--- src/rtl/stc_output_drain.sv ---
// rtl/stc_output_drain.sv - two-slot ping-pong result buffer draining one PE row per cycle
module stc_output_drain #(
  parameter int N       = 16,
  parameter int N_PE    = 4,
  parameter int DW_DATA = 16
) (
  input  logic                          clk,
  input  logic                          reset,
  input  logic [N_PE*N*DW_DATA-1:0]     in_acc,
  input  logic                          in_valid,
  output logic                          in_ready,
  input  logic                          relu_en,
  output logic [N*DW_DATA-1:0]          out_data,
  output logic [$clog2(N_PE)-1:0]       out_row,
  output logic                          out_last,
  output logic                          out_valid,
  input  logic                          out_ready,
  output logic [15:0]                   tiles_done
);

  localparam int RW     = $clog2(N_PE);
  localparam int ROW_W  = N * DW_DATA;
  localparam int TILE_W = N_PE * ROW_W;
  localparam logic [RW-1:0] LAST_ROW = RW'(N_PE - 1);

  logic [TILE_W-1:0] slot_q [2];
  logic              wr_ptr;
  logic              rd_ptr;
  logic [1:0]        count;
  logic [RW-1:0]     row;

  logic [TILE_W-1:0] capt_data;
  logic [ROW_W-1:0]  sel_row;
  logic              capture;
  logic              handshake;
  logic              complete;

  always_comb begin
    capt_data = in_acc;
    for (int k = 0; k < N_PE * N; k++) begin
      if (relu_en && in_acc[k*DW_DATA + DW_DATA - 1]) begin
        capt_data[k*DW_DATA +: DW_DATA] = '0;
      end
    end
  end

  assign in_ready  = (count != 2'd2);
  assign out_valid = (count != 2'd0);
  assign capture   = in_valid && in_ready;
  assign handshake = out_valid && out_ready;
  assign complete  = handshake && (row == LAST_ROW);

  // Slot contents are never reset; an empty buffer masks them through count.
  always_ff @(posedge clk) begin
    if (capture) begin
      slot_q[wr_ptr] <= capt_data;
    end
  end

  always_ff @(posedge clk) begin
    if (reset) begin
      wr_ptr     <= 1'b0;
      rd_ptr     <= 1'b0;
      count      <= 2'd0;
      row        <= '0;
      tiles_done <= 16'd0;
    end else begin
      if (capture) begin
        wr_ptr <= ~wr_ptr;
      end
      if (handshake) begin
        if (row == LAST_ROW) begin
          row        <= '0;
          rd_ptr     <= ~rd_ptr;
          tiles_done <= tiles_done + 16'd1;
        end else begin
          row <= row + 1'b1;
        end
      end
      case ({capture, complete})
        2'b10:   count <= count + 2'd1;
        2'b01:   count <= count - 2'd1;
        default: count <= count;
      endcase
    end
  end

  always_comb begin
    sel_row = '0;
    for (int i = 0; i < N_PE; i++) begin
      if (row == RW'(i)) begin
        sel_row = slot_q[rd_ptr][i*ROW_W +: ROW_W];
      end
    end
  end

  assign out_data = out_valid ? sel_row : '0;
  assign out_row  = out_valid ? row : '0;
  assign out_last = out_valid && (row == LAST_ROW);

endmodule
--- config.mk ---
export PLATFORM = sky130hd
export DESIGN_NAME = stc_output_drain
export DESIGN_NICKNAME = d
export VERILOG_FILES = /design/src/rtl/stc_output_drain.sv
export SDC_FILE = /design/constraint.sdc
export NUM_CORES = 2
export LEC_CHECK = 0
export ABC_AREA = 1
export CAP_MARGIN = 20
export CORE_AREA = 2 2 511 513
export DETAILED_ROUTE_END_ITERATION = 8
export DIE_AREA = 0 0 513 515
export SLEW_MARGIN = 20
export SYNTH_ARGS = -nofsm -noshare
export SYNTH_HDL_FRONTEND = slang
export SYNTH_SLANG_ARGS = --single-unit
--- constraint.sdc ---
create_clock -name clk -period 140.7 [get_ports clk]
set_input_delay 28.14 -clock clk [delete_from_list [all_inputs] [get_ports clk]]
set_output_delay 28.14 -clock clk [all_outputs]
set_load 0.02 [all_outputs]
==> results.ini <==
[yosys]
syn_area_um2 = 93700
yosys_register_bits = 2071
synth_area_leaders = edfxtp_1 (66%), nand2_1 (11%), inv_1 (6.5%)
async_reset_ff_share_pct = 0
syn_inst = 9510
synth.distinct_cells = 28
synth_top_area_cell = edfxtp_1
synth_top_cell_area_share_pct = 65.6
syn-mean-instance-area_um2 = 9.86
synth.yosys.warnings = 0
synth_ff_type = edfxtp_1
synth_edf_count = 2048
seq_area_frac_synth_pct = 66.1
syn-num-nets = 10500

[setup_path]
worst-path-buf-inv = 6
crit_chain = inv_16 > buf_4 > buf_4 > buf_4 > buf_12 > nand2_1 > nand2_1 > nand2_1 > nand3_1 > a21oi_1 > nor3_2 > clkdlybuf4s50_1
path_max_fanout = 190
rrSetupSlack_ns = 135.33
arrival_ns = 7.42
crit_path_end_kind = output pin
worstPathRequired_ns = 112.56
critPathLaunchType = flop
crit_slowest_cell = buf_4
crit_family = buffers and inverters
slowest_delay_ns = 0.93
path_class = reg2out

[sta]
post-route-period-util_pct = 25.3
drv_slew = 0
worstMarginPinSlew_ns = 1.19
fin_setup_tns_ns = 0
rsz0062_at_grt = false
finalHoldViolCount = 0
relSlewSlack_pct = 20.8
fmax_mhz = 28.1
fin_skew_ns = 0.0489
setup_viol = 0
period_needed_ns = 35.56

[clock_tree]
post_cts_buffers = 0
hold_buffers = 0
htree_levels = 4
cts_buffer_depth = 3
cts_buffers = 218
clk_pin_slew_worst_paths_ns = 0.06
cts_resized = 0
root_buffer = clkbuf_16
clk_latency_ns = 0.87
numClockSinks = 2071
cts_tree = built

[finish]
drive_above_1_share_pct = 5.80
fillers = 23900
nets = 11700
area_growth_syn_to_layout_pct = 24.2
design_area_um2 = 116000
regArea_um2 = 62000
multi_input_area_um2 = 23200

[detailed_routing]
firstDrtPassIters = 6
route.detailed.drc = 0
vias_per_cell = 4.94
drtIter0Drc = 7314
routed_wl_mm = 327
wl_per_cell_um = 23.0
antenna_left = 0
vias = 70300

[power]
power_density_nw_per_um2 = 13.2
ir_drop_mv = 0.0120
leakage_nw = 47.2

[min_path]
min-delay-path-class = reg2reg

[grt]
antenna_found_initial = 28
grt_overflow = 0
grt_usage_pct = 24.0
grt_pass1_wl_mm = 467
grt_start_max_net_pins = 191
grt_pass1_vias = 69000

[die]
initial_core_util_pct = 36.3
die_h_um = 515
coreArea_um2 = 259000
die_w_um = 513
rows = 187
io_pins = 1306
die_area_um2 = 264000

[flow_run]
drv_cap = 0

[place]
place_area_um2 = 109000
gp_congestion = 0.893
hpwlAfterDp_mm = 223
portBuffers = 1305

[outcome]
run_status = complete, no violations

## routing by layer
layer  global-route usage (%)  wire length (um)  vias up
met3                     4.99             27200      494
met1                     30.6            129000    34100
met2                     39.0            154000     3061
met4                     11.3             16400       12
li1                         -                 -    32600
met5                        0                74        -
## report_power, final
part / total [W] / internal [W] / switching, W / leakage (nW)
clock network: 0.000566 / 0.000322 / 0.000245 / 3.36
registers: 0.000739 / 0.000729 / 0.00000958 / 19.6
logic: 0.000235 / 0.0000800 / 0.000155 / 24.2
## stage by stage
stage | utilization, % | power (W) | worst slack (ns) | hold WS, ns | instances
after floorplan | - | 0.000934 | 67.68 | 0.472 | 9510
after global placement | 42.3 | 0.000984 | 106.27 | 0.458 | 13800
after detailed placement | 42.3 | 0.000987 | 106.29 | 0.458 | 13800
after CTS | 45.0 | 0.00155 | 105.31 | 0.467 | 14200
after global routing | 45.0 | 0.00159 | 104.77 | 0.494 | 14200
final | 45.0 | 0.00154 | 105.14 | 0.473 | 14200
## sequential cells by signal (all words and copies together), names as in the netlist, named ones only
name / count
slot_q: 2048
tiles_done: 16
count: 2
row: 2
rd_ptr: 1
wr_ptr: 1
## kinds of logic after synthesis
group | count (synthesis) | synth area share, %
fa+ha+maj | 6 | 0.0801
xor+xnor | 1 | 0.00934
flops | 2071 | 66.1
simple gates | 4758 | 21.7
buf+inv | 2135 | 9.22
compound gates | 539 | 2.88
## worst paths after layout
check / end / cells past startpoint / start
setup / recovery: out_data[48] / 12 / flop
hold / removal: tiles_done[9] / 2 / tiles_done[9]
setup reg to reg: slot_q[1][343] / 9 / count[0]
hold reg to reg: tiles_done[9] / 2 / tiles_done[9]
## synth_stat cells, types with 4 or more instances
| library cell | count |
|---|---|
| nand2_1 | 2663 |
| edfxtp_1 | 2048 |
| inv_1 | 1625 |
| nor2_1 | 1049 |
| nand3_1 | 775 |
| a21oi_1 | 529 |
| buf_2 | 313 |
| nor3_2 | 231 |
| clkbuf_1 | 85 |
| buf_4 | 58 |
| buf_1 | 48 |
| nor3_1 | 28 |
| dfxtp_1 | 23 |
| o21ai_0 | 9 |
| ha_1 | 6 |
| nand4_1 | 4 |
## worst min-delay path: cells and delay by family (launching register included)
family / cells / cell delay (ns)
flip-flops: 1 / 0.33
buffers and inverters: 1 / 0.05
AO/OA/AOI/OAI: 1 / 0.05
## area by class of cell
type                       instances  share of cell area [%]
antenna                           14                  0.0301
inverter                        1629                    5.28
clock buffer                     286                    4.99
sequential                      2071                    53.2
clock inverter                   116                    1.00
tap                             3402                    3.66
timing repair buffer            1391                    11.9
multi-input combinational       5304                    19.9
## cell usage in the layout (no fill, tap or decap), types with 3 or more instances in the layout
cell and count:
nand2_1 2663, o21ai_0 9, a21oi_1 529, nor3_1 28
clkbuf_16 221, buf_12 10, clkinv_2 26, clkbuf_8 4
clkinv_4 3, nor2_1 1047, edfxtp_1 2048, inv_16 3
dfxtp_1 22, clkbuf_1 61, clkdlybuf4s50_1 1304, diode_2 14
nor2_4 3, buf_4 75, nand3_1 775, clkinv_8 5
ha_1 3, clkinvlp_4 8, ha_4 3, nand4_1 4
bufinv_16 17, clkinv_1 50, clkinv_16 4, nor3_2 231
inv_1 1624
No activity file was read; power rests on OpenSTA's default activity.
